File: src/rtl/exec_issue_ctrl_pkg.sv
// Shared opcode constants and issue-FSM state encoding for the execution-controller initiator.
package exec_issue_ctrl_pkg;

    localparam logic [1:0] OP_NOP = 2'b00;
    localparam logic [1:0] OP_MUL = 2'b01;
    localparam logic [1:0] OP_ADD = 2'b10;
    localparam logic [1:0] OP_SUB = 2'b11;

    typedef enum logic [1:0] {
        ST_IDLE  = 2'd0,
        ST_ISSUE = 2'd1,
        ST_WAIT  = 2'd2
    } state_e;

endpackage

File: src/rtl/exec_regfile.sv
// Architectural register file: SIZE x WIDTH, cleared on reset, one write port, three async reads.
// Writes land at the clock edge; reads are combinational, so no backpressure applies.
module exec_regfile #(
    parameter int WIDTH = 8,
    parameter int SIZE  = 64,
    parameter int AW    = $clog2(SIZE)
) (
    input  logic             clk,
    input  logic             rst_n,
    input  logic             we_i,
    input  logic [AW-1:0]    waddr_i,
    input  logic [WIDTH-1:0] wdata_i,
    input  logic [AW-1:0]    raddr1_i,
    output logic [WIDTH-1:0] rdata1_o,
    input  logic [AW-1:0]    raddr2_i,
    output logic [WIDTH-1:0] rdata2_o,
    input  logic [AW-1:0]    raddr3_i,
    output logic [WIDTH-1:0] rdata3_o
);

    logic [WIDTH-1:0] mem_q [SIZE];

    always_ff @(posedge clk or negedge rst_n) begin
        if (!rst_n) begin
            for (int i = 0; i < SIZE; i++) begin
                mem_q[i] <= '0;
            end
        end else if (we_i) begin
            mem_q[waddr_i] <= wdata_i;
        end
    end

    assign rdata1_o = mem_q[raddr1_i];
    assign rdata2_o = mem_q[raddr2_i];
    assign rdata3_o = mem_q[raddr3_i];

endmodule

File: src/rtl/exec_issue_ctrl.sv
// Issues decoded instructions to the execution controller and writes results back to the regfile.
// Handshake to exec_enable is 2 edges, to done >= 3 cycles; instr_ready is low while busy.
module exec_issue_ctrl
    import exec_issue_ctrl_pkg::*;
#(
    parameter  int WIDTH   = 8,
    parameter  int SIZE    = 64,
    parameter  int TIMEOUT = 255,
    localparam int AW      = $clog2(SIZE)
) (
    input  logic             clk,
    input  logic             rst_n,
    input  logic             instr_valid,
    output logic             instr_ready,
    input  logic [1:0]       instr_op,
    input  logic [AW-1:0]    instr_dst,
    input  logic [AW-1:0]    instr_src1,
    input  logic [AW-1:0]    instr_src2,
    output logic             exec_enable,
    output logic [1:0]       exec_opcode,
    output logic [WIDTH-1:0] exec_src1,
    output logic [WIDTH-1:0] exec_src2,
    output logic [AW-1:0]    exec_dst_addr,
    input  logic             exec_ready,
    input  logic [WIDTH-1:0] exec_result,
    input  logic             init_we,
    input  logic [AW-1:0]    init_addr,
    input  logic [WIDTH-1:0] init_data,
    input  logic [AW-1:0]    dbg_addr,
    output logic [WIDTH-1:0] dbg_data,
    output logic             done,
    output logic             timeout_err,
    output logic             busy
);

    localparam int CW = $clog2(TIMEOUT + 1);

    state_e           state_q, state_d;
    logic [1:0]       op_q, op_d;
    logic [AW-1:0]    dst_q, dst_d, src1a_q, src1a_d, src2a_q, src2a_d;
    logic             en_q, en_d;
    logic [1:0]       opc_q, opc_d;
    logic [WIDTH-1:0] opa_q, opa_d, opb_q, opb_d;
    logic [AW-1:0]    daddr_q, daddr_d;
    logic [CW-1:0]    cnt_q, cnt_d;
    logic             done_q, done_d;
    logic             tmo_q, tmo_d;

    logic             rf_we;
    logic [AW-1:0]    rf_waddr;
    logic [WIDTH-1:0] rf_wdata, rf_rd1, rf_rd2;

    exec_regfile #(.WIDTH(WIDTH), .SIZE(SIZE), .AW(AW)) u_rf (
        .clk      (clk),
        .rst_n    (rst_n),
        .we_i     (rf_we),
        .waddr_i  (rf_waddr),
        .wdata_i  (rf_wdata),
        .raddr1_i (src1a_q),
        .rdata1_o (rf_rd1),
        .raddr2_i (src2a_q),
        .rdata2_o (rf_rd2),
        .raddr3_i (dbg_addr),
        .rdata3_o (dbg_data)
    );

    always_comb begin
        state_d  = state_q;
        op_d     = op_q;
        dst_d    = dst_q;
        src1a_d  = src1a_q;
        src2a_d  = src2a_q;
        en_d     = en_q;
        opc_d    = opc_q;
        opa_d    = opa_q;
        opb_d    = opb_q;
        daddr_d  = daddr_q;
        cnt_d    = cnt_q;
        done_d   = 1'b0;
        tmo_d    = tmo_q;
        rf_we    = 1'b0;
        rf_waddr = init_addr;
        rf_wdata = init_data;
        case (state_q)
            ST_IDLE: begin
                if (instr_valid) begin
                    op_d    = instr_op;
                    dst_d   = instr_dst;
                    src1a_d = instr_src1;
                    src2a_d = instr_src2;
                    if (instr_op == OP_NOP) begin
                        done_d = 1'b1;
                    end else begin
                        state_d = ST_ISSUE;
                    end
                end else if (init_we) begin
                    // Preload only when no instruction is being accepted this cycle.
                    rf_we = 1'b1;
                end
            end
            ST_ISSUE: begin
                opa_d   = rf_rd1;
                opb_d   = rf_rd2;
                opc_d   = op_q;
                daddr_d = dst_q;
                en_d    = 1'b1;
                cnt_d   = '0;
                state_d = ST_WAIT;
            end
            ST_WAIT: begin
                if (exec_ready) begin
                    rf_we    = 1'b1;
                    rf_waddr = daddr_q;
                    rf_wdata = exec_result;
                    en_d     = 1'b0;
                    done_d   = 1'b1;
                    state_d  = ST_IDLE;
                end else if (cnt_q == CW'(TIMEOUT - 1)) begin
                    en_d    = 1'b0;
                    tmo_d   = 1'b1;
                    state_d = ST_IDLE;
                end else begin
                    cnt_d = cnt_q + 1'b1;
                end
            end
            default: state_d = ST_IDLE;
        endcase
    end

    always_ff @(posedge clk or negedge rst_n) begin
        if (!rst_n) begin
            state_q <= ST_IDLE;
            op_q    <= OP_NOP;
            dst_q   <= '0;
            src1a_q <= '0;
            src2a_q <= '0;
            en_q    <= 1'b0;
            opc_q   <= OP_NOP;
            opa_q   <= '0;
            opb_q   <= '0;
            daddr_q <= '0;
            cnt_q   <= '0;
            done_q  <= 1'b0;
            tmo_q   <= 1'b0;
        end else begin
            state_q <= state_d;
            op_q    <= op_d;
            dst_q   <= dst_d;
            src1a_q <= src1a_d;
            src2a_q <= src2a_d;
            en_q    <= en_d;
            opc_q   <= opc_d;
            opa_q   <= opa_d;
            opb_q   <= opb_d;
            daddr_q <= daddr_d;
            cnt_q   <= cnt_d;
            done_q  <= done_d;
            tmo_q   <= tmo_d;
        end
    end

    assign instr_ready   = (state_q == ST_IDLE);
    assign busy          = (state_q != ST_IDLE);
    assign exec_enable   = en_q;
    assign exec_opcode   = opc_q;
    assign exec_src1     = opa_q;
    assign exec_src2     = opb_q;
    assign exec_dst_addr = daddr_q;
    assign done          = done_q;
    assign timeout_err   = tmo_q;

endmodule

File: config.mk
export PLATFORM = sky130hd
export DESIGN_NAME = exec_issue_ctrl
export DESIGN_NICKNAME = d
export VERILOG_FILES = /design/src/rtl/exec_issue_ctrl_pkg.sv /design/src/rtl/exec_regfile.sv /design/src/rtl/exec_issue_ctrl.sv
export SDC_FILE = /design/constraint.sdc
export NUM_CORES = 1
export LEC_CHECK = 0
export CORE_MARGIN = 8
export CORE_UTILIZATION = 64
export CTS_BUF_LIST = sky130_fd_sc_hd__clkbuf_4
export CTS_CLUSTER_SIZE = 8
export DETAILED_ROUTE_END_ITERATION = 10
export PLACE_DENSITY = 0.94
export REMOVE_ABC_BUFFERS = 1
export SETUP_SLACK_MARGIN = 0.02
export SYNTH_ARGS = -nofsm -noshare
export SYNTH_HDL_FRONTEND = slang
export SYNTH_HIERARCHICAL = 1
export SYNTH_SLANG_ARGS = --single-unit
File: constraint.sdc
create_clock -name clk -period 9.33 [get_ports clk]
set_clock_uncertainty 0.15 [all_clocks]
set_input_delay 1.866 -clock clk [delete_from_list [all_inputs] [get_ports clk]]
set_output_delay 1.866 -clock clk [all_outputs]
set_load 0.1 [all_outputs]
# Word-level counts from Yosys, hierarchy flattened
# Cells that the tools add are included.
# totals
regBits	569
in_bits	53
wordCells	140
# op_classes
add_sub_neg	1
magnitude_cmp	5
eq_ne	8
muxes	34
bitwise_logic	5
n_reduce_logical	10
# op_table
op	count
bitwise mux 512 bit	1
binary-select mux 8 bit (select 6 bit)	3
2-to-1 mux 8 bit	11
demux 8 bit (select 6 bit)	1
>= comparator 7 bit, second input constant	4
inverter 6 -> 7 bit	4
one-hot mux 8 bit (2 select lines)	1
2-to-1 mux 6 bit	2
AND reduction 3 bit	3
adder 8 x 1 -> 8 bit, second input constant	1
equality test 8 bit, second input constant	1
2-to-1 mux 2 bit	4
inequality test 2 bit, second input constant	4
less-than comparator 7 x 1 -> 1 bit, second input constant	1
2-to-1 mux 1 bit	7
one-hot mux 1 bit (2 select lines)	3
one-hot mux 2 bit (3 select lines)	1
zero test 2 bit	2
AND reduction 2 bit	2
nonzero test 2 bit	2
inequality test 3 bit, second input constant	1
equality test 2 x 1 -> 1 bit, second input constant	1
equality test 2 bit, second input constant	1
logical AND 1 bit	1
inverter 1 bit	1

# Logic depth before layout (Yosys ltp)
# depth
ltp_word	8
ltp_mapped	11
ltp_nobuf	8

# Hierarchy
# The synthesis kept the hierarchy.
# modules_own_cells
module	n_inst	cells_each	area_per_inst_um2
exec_regfile	1	2113	31793.0
exec_issue_ctrl	1	193	2565.0

# Least setup slack after synthesis
# Ideal clock, no wire load.
# synth_path
kind	in2out
startpoint	input dbg_addr[2]
endpoint	output dbg_data[1]
t_arrival_ns	3.844
t_required_ns	7.314
slack_ns	3.470
cell_stages	7
n_path_buf	3
path_cell_list	buf_2 buf_2 buf_2 mux2i_1 a211o_1 a211oi_1 a311o_1
# synth_between
elab_chain_cells	4
# synth_lines
element	line	rtl
start, declared	exec_issue_ctrl.sv:29	input logic [AW-1:0] dbg_addr,
inverter 6 -> 7 bit (implied by the code)	exec_regfile.sv:35	assign rdata3_o = mem_q[raddr3_i];
binary-select mux 8 bit (select 6 bit)	exec_regfile.sv:35	
2-to-1 mux 8 bit (implied by the code) (2 in series)	exec_regfile.sv:35	
end, declared	exec_issue_ctrl.sv:30	output logic [WIDTH-1:0] dbg_data,
# No other way between the ends. The select of a mux whose other input is x is not followed.

# Final worst setup path
# layout_path
startpoint	input dbg_addr[3]
endpoint	output dbg_data[2]
# The elaborated chain is that of the path after synthesis.

==> results_dict.tcl <==
set metrics [dict create \
    place.gp.congestion 1.022 \
    cts-buffers-inserted 151 \
    drt_iter0_drc 3552 \
    startpoint_type "input pin" \
    nets 2424 \
    grt_util_all_layers_pct 35.45 \
    finalSetupTns_ns 0 \
    fillers 3369 \
    die_h_um 247.7 \
    finalSetupViolations 0 \
    synth.largest_area_cell "dfrtp_1" \
    worstMarginPinSlew_ns 1.188 \
    syn_inst 2306 \
    synth-seq-area-share_pct 41.44 \
    die-area_sq_mm 0.06136 \
    cts_tree "done" \
    antenna_found_initial 7 \
    critical_path_class "input pin to primary output" \
    clock_path_buffers 3 \
    io_pins 90 \
    post-route-period-util_pct 86.24 \
    routed-via-count 25080 \
    rsz0062_at_grt "no" \
    die_x_um 247.7 \
    synth_edf_count 0 \
    synth_area_sq_mm 0.03436 \
    grt_pass1_wl_um 160900 \
    crit_path_end_kind "primary output" \
    cts-root-buf "clkbuf_4" \
    powerDensity_mw_per_mm2 308.9 \
    synth_ff_type "dfrtp_1" \
    syn_area_per_cell_sq_um 14.90 \
    cts_sinks 569 \
    drive_above_1_share_pct 48.48 \
    synthTopCellsByArea "dfrtp_1 (41%), mux4_2 (25%), mux2_2 (16%)" \
    via_per_inst 7.900 \
    postCtsHoldBufs 0 \
    final_cells 3174 \
    ctsResizeCount 0 \
    syn_to_final_growth_pct 8.030 \
    finalHoldViolCount 0 \
    worstPathRequired_ns 7.31 \
    firstDrtPassIters 7 \
    clk_latency_ns 1.04 \
    grt_max_degree 184 \
    clkTransAtPathRegs_ns 0.06 \
    multi_input_area_sq_mm 0.01887 \
    power_leakage_nw 16.13 \
    core_sq_mm 0.05350 \
    synth_commonest_cells "dfrtp_1 (569), mux2_2 (493), mux4_2 (382), clkbuf_1 (92), mux2_1 (80)" \
    status "finished clean" \
    peakVddDrop_mv 0.3046 \
    cts_setup_buffers 0 \
    regArea_sq_mm 0.01426 \
    netlist-cell-type-count 64 \
    dp_hpwl_um 68810 \
    ant_nets 0 \
    cp.arrival_ns 6.03 \
    fmax_mhz 124.3 \
    ys_warn_count 6 \
    drc 0 \
    avgRoutedWirePerCell_um 33.76 \
    slew_viol_final 0 \
    start_util_pct 64.23 \
    synth_top_area_share_pct 41.44 \
    grt_pass1_vias 25600 \
    dp_cells 2909 \
    overflow 0 \
    ys_seq_elements 569 \
    fin_crit_ns 8.046 \
    htreeDepth 4 \
    relSlewSlack_pct 20.51 \
    hp-class "register to register" \
    cap_viol_max_count 0 \
    finalWirelength_um 107200 \
    port_buffers 89 \
    async_flop_share_pct 100.0 \
    cp_max_fo 21 \
    placementRows 85 \
    yosysMostFrequentCell "dfrtp_1" \
]
critical path, stage by stage:
cell and delay [ns]:
clkdlybuf4s50_1 0.97, nand3b_1 0.59, o22ai_1 0.19, a211o_1 0.27
a211oi_1 0.66, a311o_1 0.28, clkdlybuf4s50_1 1.17
through the flow:
step | setup slack, ns | util, % | hold WS (ns) | total power, mW | area (sq um)
after floorplan | 3.216 | - | 0.3237 | 7.452 | 33140
after global placement | 1.777 | 65.89 | 0.3163 | 8.810 | 35250
after detailed placement | 1.628 | 65.89 | 0.3051 | 9.066 | 35250
after CTS | 1.618 | 69.34 | 0.3218 | 11.26 | 37090
after global routing | 1.432 | 69.36 | 0.3371 | 11.82 | 37100
final | 1.284 | 69.38 | 0.3181 | 11.46 | 37120
path summary, 6_finish.rpt:
path | from | to | slack (ns) | depth (start not counted)
max in group asynchronous | rst_n | u_rf/mem_q[34] | 6.21 | 3
setup / recovery | dbg_addr[3] | dbg_data[2] | 1.28 | 7
hold / removal | timeout_err | timeout_err | 0.32 | 1
min in group asynchronous | rst_n | u_rf/mem_q[294] | 0.68 | 1
hold reg to reg | timeout_err | timeout_err | 0.32 | 1
setup reg to reg | state_q[0] | u_rf/mem_q[321] | 4.64 | 7
sequential cells by signal, summed over array words and instances (netlist names):
register       count
cnt_q              8
done               1
dst_q              6
exec_dst_addr      6
exec_enable        1
exec_opcode        2
exec_src1          8
exec_src2          8
op_q               2
src1a_q            6
src2a_q            6
state_q            2
timeout_err        1
u_rf/mem_q       512
cells in the final DEF, fill, tap and decap left out, drive strengths merged, types with 5 or more instances in the layout:
cell	instances
a211oi	18
a32o	6
inv	13
ha	5
a21oi	33
a221oi	18
nand3b	7
mux2	573
dfrtp	569
o21ai	47
clkinv	35
o221ai	27
mux4	382
nand3	26
clkdlybuf4s50	85
or3	8
nand2b	11
a22oi	17
o211ai	8
and2	12
clkbuf	213
o31ai	6
o22ai	35
mux2i	74
buf	38
nor2b	22
nor2	66
o22a	6
a31oi	5
diode	9
nand2	53
a22o	8
logic make-up (layout without fill, tap and decap cells):
family / count (synthesis) / count (layout) / synth area share (%)
adder cells (fa/ha/maj): 5 / 5 / 0.1821
multiplexers: 1029 / 1029 / 45.98
buffers and inverters: 225 / 388 / 3.638
AO/OA/AOI/OAI: 254 / 254 / 5.168
AND/OR/NAND/NOR: 224 / 224 / 3.594
other: 0 / 9 / 0
flip-flops: 569 / 569 / 41.44
routing by layer:
layer  global-route usage [%]  vias to the layer above  wire, um
met2                    51.33                     2281     47130
li1                         -                     9435         -
met4                    22.76                        8      8220
met1                    43.23                    12650     35570
met3                    15.71                      698     16180
met5                        0                        -        52
final cells by class:
cell class	count	share of cell area (%)
Multi-Input combinational cell	1512	50.84
Sequential cell	569	38.41
Clock buffer	213	4.308
Timing Repair Buffer	123	3.270
Tap cell	696	2.346
Clock inverter	43	0.6708
Inverter	9	0.09102
Antenna cell	9	0.06068
power breakdown:
group          total (mW)  switching, mW  leakage [nW]  internal [mW]
clock network        2.20           1.07          1.11           1.13
logic                5.15           2.82          7.31           2.34
registers            4.11          0.933          7.71           3.18
Power figures use the tool's default switching activity.
